**config.mk**
```make
export PLATFORM = sky130hd
export DESIGN_NAME = iir_decim_fifo
export DESIGN_NICKNAME = d
export VERILOG_FILES = /design/src/rtl/iir_decim_fifo.sv
export SDC_FILE = /design/constraint.sdc
export NUM_CORES = 1
export LEC_CHECK = 0
export CORE_MARGIN = 2
export CORE_UTILIZATION = 30
export CTS_BUF_LIST = sky130_fd_sc_hd__clkbuf_2 sky130_fd_sc_hd__clkbuf_4 sky130_fd_sc_hd__clkbuf_8
export CTS_CLUSTER_DIAMETER = 150
export DETAILED_ROUTE_END_ITERATION = 10
export GPL_ROUTABILITY_DRIVEN = 0
export PLACE_DENSITY = 0.51
export SLEW_MARGIN = 25
export SYNTH_ARGS = -nofsm -noshare
export SYNTH_HDL_FRONTEND = slang
export SYNTH_SLANG_ARGS = --single-unit
```
**constraint.sdc**
```tcl
create_clock -name clk -period 2.5 [get_ports clk]
set_clock_uncertainty 0.15 [all_clocks]
set_input_delay 0.25 -clock clk [delete_from_list [all_inputs] [get_ports clk]]
set_output_delay 0.25 -clock clk [all_outputs]
set_load 0.03 [all_outputs]
```
**src/rtl/iir_decim_fifo.sv**
```systemverilog
// Block-averaging decimator with saturation, feeding a show-ahead FIFO.
// Ports: clk, rst_n, in_valid/in_data, out_valid/out_ready/out_data, count, ovf, ovf_clr.
module iir_decim_fifo #(
  parameter int IN_W  = 16,
  parameter int OUT_W = 16,
  parameter int DECIM = 4,
  parameter int DEPTH = 4
) (
  input  logic                     clk,
  input  logic                     rst_n,
  input  logic                     in_valid,
  input  logic signed [IN_W-1:0]   in_data,
  output logic                     out_valid,
  input  logic                     out_ready,
  output logic signed [OUT_W-1:0]  out_data,
  output logic [$clog2(DEPTH):0]   count,
  output logic                     ovf,
  input  logic                     ovf_clr
);

  localparam int SH  = $clog2(DECIM);
  localparam int AW  = IN_W + SH;
  localparam int PW  = (SH > 0) ? SH : 1;
  localparam int PTR = $clog2(DEPTH);
  localparam int CW  = PTR + 1;

  localparam logic signed [AW-1:0] MAXV = AW'((1 << (OUT_W - 1)) - 1);
  localparam logic signed [AW-1:0] MINV = AW'(-(1 << (OUT_W - 1)));

  logic signed [AW-1:0]    acc_q, acc_d;
  logic [PW-1:0]           phase_q, phase_d;
  logic signed [AW-1:0]    sum;
  logic signed [AW-1:0]    shifted;
  logic signed [OUT_W-1:0] res;
  logic                    last;
  logic                    push;

  logic [OUT_W-1:0]        mem [DEPTH];
  logic [PTR-1:0]          wptr_q, wptr_d;
  logic [PTR-1:0]          rptr_q, rptr_d;
  logic [CW-1:0]           count_q, count_d;
  logic                    ovf_q, ovf_d;
  logic                    empty, full, pop, push_ok;

  assign last    = (phase_q == PW'(DECIM - 1));
  assign sum     = acc_q + AW'(in_data);
  // Arithmetic shift floors toward -inf.
  assign shifted = sum >>> SH;

  always_comb begin
    res = shifted[OUT_W-1:0];
    if (shifted > MAXV) res = MAXV[OUT_W-1:0];
    else if (shifted < MINV) res = MINV[OUT_W-1:0];
  end

  always_comb begin
    acc_d   = acc_q;
    phase_d = phase_q;
    push    = 1'b0;
    if (in_valid) begin
      if (last) begin
        acc_d   = '0;
        phase_d = '0;
        push    = 1'b1;
      end else begin
        acc_d   = sum;
        phase_d = phase_q + PW'(1);
      end
    end
  end

  assign empty   = (count_q == '0);
  assign full    = (count_q == CW'(DEPTH));
  assign pop     = !empty && out_ready;
  // A full FIFO still takes a push when the head leaves this cycle.
  assign push_ok = push && (!full || pop);

  always_comb begin
    wptr_d  = push_ok ? wptr_q + PTR'(1) : wptr_q;
    rptr_d  = pop ? rptr_q + PTR'(1) : rptr_q;
    count_d = count_q;
    unique case ({push_ok, pop})
      2'b10:   count_d = count_q + CW'(1);
      2'b01:   count_d = count_q - CW'(1);
      default: count_d = count_q;
    endcase
    // A drop in the same cycle as a clear keeps the flag set.
    ovf_d = (ovf_q && !ovf_clr) || (push && full && !pop);
  end

  always_ff @(posedge clk or negedge rst_n) begin
    if (!rst_n) begin
      acc_q   <= '0;
      phase_q <= '0;
      wptr_q  <= '0;
      rptr_q  <= '0;
      count_q <= '0;
      ovf_q   <= 1'b0;
    end else begin
      acc_q   <= acc_d;
      phase_q <= phase_d;
      wptr_q  <= wptr_d;
      rptr_q  <= rptr_d;
      count_q <= count_d;
      ovf_q   <= ovf_d;
    end
  end

  // Storage needs no reset; out_data is masked while empty.
  always_ff @(posedge clk) begin
    if (push_ok) mem[wptr_q] <= res;
  end

  assign out_valid = !empty;
  assign out_data  = empty ? '0 : mem[rptr_q];
  assign count     = count_q;
  assign ovf       = ovf_q;

endmodule

```
* Word level (Yosys, flattened, before mapping)
Memory sizes are Yosys's and may differ from the RTL's.
Index checks and enable logic that the tools add are counted.
** Cells by class
- Add/sub/neg operators :: 6
- Order comparisons :: 2
- Equal/unequal tests :: 4
- Multiplexer cells :: 10
- Reductions and logical operators :: 13
** Operators by type and width (number)
- two-way mux 16 bit :: 3
- adder 18 x 16 -> 18 bit :: 1
- two-way mux 18 bit :: 1
- > comparator 16 bit, second input constant :: 1
- < comparator 16 bit, second input constant :: 1
- adder 2 x 1 -> 2 bit, second input constant :: 3
- case mux 3 bit (2 select lines) :: 1
- logical AND 1 bit :: 5
- equality test 2 bit, second input constant :: 2
- zero test 1 bit :: 4
- two-way mux 1 bit :: 4
- adder 3 x 1 -> 3 bit, second input constant :: 1
- equality test 3 bit, second input constant :: 1
- zero test 3 bit :: 1
- subtractor 3 x 1 -> 3 bit, second input constant :: 1
- equality test 2 x 1 -> 1 bit, second input constant :: 1
- logical OR 1 bit :: 2
- two-way mux 2 bit :: 1
- nonzero test 2 bit :: 1
** Word-level totals
- Register bits :: 28
- Memory bits (writable) :: 64
- Bits of input ports :: 21
- Output and inout port bits :: 21
- Logic and storage cells :: 42
- Memories kept :: 1
** Memory list
- mem :: words 4, bits a word 16, read ports 1, clocked after memory_dff 0, write ports 1, RTL line 38 : logic [OUT_W-1:0] mem [DEPTH];

* Depth between registers and ports, before layout
- Depth after elaboration :: 7
- Gate-level depth with buffers :: 9
- Mapped depth without buffers :: 9

* Worst setup path before layout
OpenSTA, ideal clock, no wires.
- Path kind :: reg2reg
- Start point :: register count_q[1] (netlist: count[1])
- End point :: register count_q[1] (netlist: count[1])
- Setup time :: 87 ps
- Arrival time :: 2275 ps
- Required time :: 2263 ps
- Slack :: -12 ps
- Stages on the path, launching flop included :: 8
- Buffers on the path :: 0
- Period minus slack after synthesis :: 2512 ps
- Cell sequence :: dfrtp_1 -> nor3_1 -> nor2b_1 -> nand2_1 -> fa_1 -> a211oi_1 -> o21ai_0 -> a22oi_1
** On the way
- Longest elaborated chain between the ends :: 7
- Elaborated cells between the ends (all ways) :: 13
- Those cells by class :: 2 x add/sub; 3 x eq/ne; 1 x mux; 7 x reduce/logical
** Ends and longest elaborated chain
- start: declaration :: RTL line 41 : logic [CW-1:0] count_q, count_d;
- start signal: assignment :: RTL line 104 : count_q <= count_d;
- zero test 3 bit :: RTL line 72 : assign empty = (count_q == '0);
- zero test 1 bit :: RTL line 74 : assign pop = !empty && out_ready;
- logical AND 1 bit :: RTL line 74
- logical OR 1 bit :: RTL line 76 : assign push_ok = push && (!full || pop);
- logical AND 1 bit :: RTL line 76
- equality test 2 x 1 -> 1 bit / equality test 2 bit (equally long branches) :: RTL line 82 : unique case ({push_ok, pop})
- case mux 3 bit (2 select lines) / nonzero test 2 bit (equally long branches)
Several ways; a longest one is shown, not always the timed one.
A chain may end at the register's enable or synchronous reset.

* Final worst setup path
- Start point :: input in_data[15]
- End point :: memory mem[0][15] (data pin)
** On the way
- Longest elaborated chain between the ends :: 4
- Elaborated cells between the ends (all ways) :: 5
- Those cells by class :: 1 x add/sub; 2 x order compare; 2 x mux
** Ends and longest elaborated chain
- start: declaration :: RTL line 12 : input logic signed [IN_W-1:0] in_data,
- adder 18 x 16 -> 18 bit * :: RTL line 46 : assign sum = acc_q + AW'(in_data);
- < comparator 16 bit :: RTL line 53 : else if (shifted < MINV) res = MINV[OUT_W-1:0];
- two-way mux 16 bit :: RTL line 53
- two-way mux 16 bit * :: RTL line 52 : if (shifted > MAXV) res = MAXV[OUT_W-1:0];
- named net res[15] :: RTL line 34 : logic signed [OUT_W-1:0] res;
- end: declaration :: RTL line 38
The timed path passes the listed nets; every way through them passes the cells marked *.

==> results.cfg <==
[timing]
fmax_mhz = 418
fin_crit_sh = 0.957
rsz0062_at_grt = true
setup_viol = 0
worst_slew_pin_slew_ns = 0.573
maxSlewHeadroom = 0.615
tns_ns = 0
hold_viol_final = 0
post-route-min-period_ns = 2.39
drv_slew = 0

[die]
io_pins = 42
die_area_mm2 = 0.0165
die_y_um = 129
design.core.area_mm2 = 0.0152
die_x_um = 129
start_util = 0.307
fp-row-count = 45

[worst_setup_path]
cp_max_fo = 4
startpoint = in_data[15]
rr_worst_depth = 7
r2r_end = mem[0][15]$_DFFE_PP_
path_class = primary input to register
max_stage_delay_ns = 0.49
slowest_stage = clkdlybuf4s50_1
reg2reg_from = acc_q[15]$_DFFE_PN0P_
crit_required_ns = 2.44
crit_path_start_kind = primary input
regToRegSetupSlack_ns = 0.12
crit_chain = clkdlybuf4s50_1 > ha_1 > nand2_2 > or3_1 > a22oi_1 > o2111ai_2 > nor2b_2 > xnor2_2
arrival_ns = 2.33
setup.worst_path.end_class = register

[clock_network]
cts-hold-fix-buffers = 0
cts_buffers = 9
htree_levels = 3
clkTransAtPathRegs_ns = 0.10
worstSkewPairLatency_ns = 0.36
cts_tree = done
clock_path_buffers = 2
post_cts_buffers = 0
cts_sinks = 92
cts-root-buf = clkbuf_8

[route]
drtAntennaViolNets = 0
num_vias = 3113
routed_wl_um = 10600
dr.pass1.iters = 4
wire_per_inst_um = 16.5
dr.first_iter.drc_count = 157
drc = 0
vias_per_cell = 4.86

[min_path]
worstHoldPathType = primary input to async pin

[synth]
yosysSeqAreaShare = 0.563
synth_top_cell_by_area = edfxtp_1
ys_ff_latch = 92
async_reset_ff_frac = 0.304
syn_inst = 340
synth_common_cells = edfxtp_1 (64), dfrtp_1 (28), ha_1 (22), nor2b_1 (22), nor2_1 (17)
synth_warnings = 0
synth.top_cells.by_area = edfxtp_1 (41%), dfrtp_1 (15%), mux4_2 (7.7%)
synth_edf_count = 64
syn_nets = 385
synth_top_area_share = 0.412
synth.distinct_cells = 57
syn_avg_cell_area_um2 = 13.7
synth.most_common_cell = edfxtp_1
netlist_area_mm2 = 0.00466
synthFlopType = edfxtp_1

[pwr]
seqPwrFrac = 0.315
powerDensity_mw_per_mm2 = 1310
intPower_w = 0.00484
swShare = 0.393
power.share.clock = 0.119
total_power_w = 0.00797
p_leak_nw = 2.42
net-switching-power_w = 0.00314
ir_drop_mv = 0.338
combPwrFrac = 0.566

[grt]
grtUsageTotal = 0.135
grt_pass1_wl_um = 16900
antenna_found_initial = 0
grt_pass1_vias = 3174
grt_overflow = 0
grt_start_max_net_pins = 29

[status]
outcome = completed

[run]
max_cap_viol_count = 0

[finish]
drive_gt1_frac = 0.308
diodes = 0
area_growth_pct = 30.5
nets = 492

[place]
io_buffers = 41
dpl.hpwl_um = 7630
## registers in the layout, indices dropped and copies added (netlist names)
name,count
ovf,1
count,3
wptr_q,2
phase_q,2
rptr_q,2
acc_q,18
mem,64
## metrics by stage
stage / setup slack, ns / hold slack [ns] / instances / area (um^2) / utilization
2_1_floorplan: 0.188 / -0.196 / 340 / 4670 / -
3_3_place_gp: -0.364 / 0.325 / 624 / 5760 / 0.379
3_5_place_dp: -0.429 / 0.326 / 624 / 5760 / 0.379
4_1_cts: 0.0100 / 0.130 / 640 / 5950 / 0.391
5_1_grt: 0.0000469 / 0.156 / 640 / 6080 / 0.400
6_report: 0.107 / 0.126 / 640 / 6080 / 0.400
## placed cells by master (no fill, tap or decap), drive strengths merged, types with 7 or more instances in the layout
cell           netlist  routed
inv                 16      18
a22o                11      11
clkdlybuf4s50        0      25
a21o                 9       9
dlygate4sd2          0      15
ha                  22      22
o21ai               16      16
mux4                16      16
buf                 10      68
a21oi               10      10
xor2                 7       7
xnor2               13      13
edfxtp              64      64
clkbuf               3      11
nor2b               22      22
dfrtp               28      28
nor2                17      17
nand2               15      15
## per-layer routing
metal,vias up,part of all wire,track usage
met3,8,0.022,0.0200
met4,0,0.012,0.0441
met2,43,0.49,0.226
met1,1556,0.47,0.180
met5,-,0,0
li1,1506,-,-
## final cells by class
class	count	area, um^2
fillers	1456	9120
flip-flops and latches	92	2620
multi-input cells	219	2070
repair buffers	109	913
well taps	188	235
clock buffers	10	138
inverters	16	60.1
clock inverters	6	45.0
## repair_timing
item,4_1_cts,5_1_grt
resized for setup,19,30
endpoints found under the hold margin,0,0
pin swaps,0,9
setup endpoints to repair,28,37
## critical path: cells and delay by family
kind	cells	cell delay (ns)
AND/OR/NAND/NOR	3	0.66
buffers and inverters	1	0.49
adder cells (fa/ha/maj)	1	0.35
AO/OA/AOI/OAI	2	0.40
XOR/XNOR	1	0.18
## power groups by stage
| stage | clock, W | combinational [W] | sequential (W) |
|---|---|---|---|
| 6_report | 0.000949 | 0.00451 | 0.00251 |
| 5_1_grt | 0.00104 | 0.00495 | 0.00255 |
| 4_1_cts | 0.000983 | 0.00441 | 0.00250 |
| 3_5_place_dp | 0 | 0.00448 | 0.00253 |
| 3_3_place_gp | 0 | 0.00440 | 0.00252 |
| 2_1_floorplan | 0 | 0.00264 | 0.00251 |
## cells by family after synthesis
| family | after synthesis | synth area share |
|---|---|---|
| muxes | 20 | 0.0862 |
| AOI/OAI and AO/OA | 79 | 0.131 |
| DFF | 92 | 0.563 |
| adders and majority gates | 24 | 0.0677 |
| xor gates and xnor gates | 20 | 0.0376 |
| and+or+nand+nor | 76 | 0.0867 |
| buffers and inverters | 29 | 0.0282 |
## worst max-delay path by stage
stage                                 to  slack (ns)  cells past startpoint
global placement     mem[0][8]$_DFFE_PP_       -0.36                     11
finish              mem[0][15]$_DFFE_PP_        0.11                      8
global route        mem[0][12]$_DFFE_PP_     0.00005                      9
detailed placement  mem[1][12]$_DFFE_PP_       -0.43                     10
CTS                 acc_q[9]$_DFFE_PN0P_        0.01                      9
floorplan            mem[0][8]$_DFFE_PP_        0.19                      9
No activity file was read; power rests on OpenSTA's default activity.
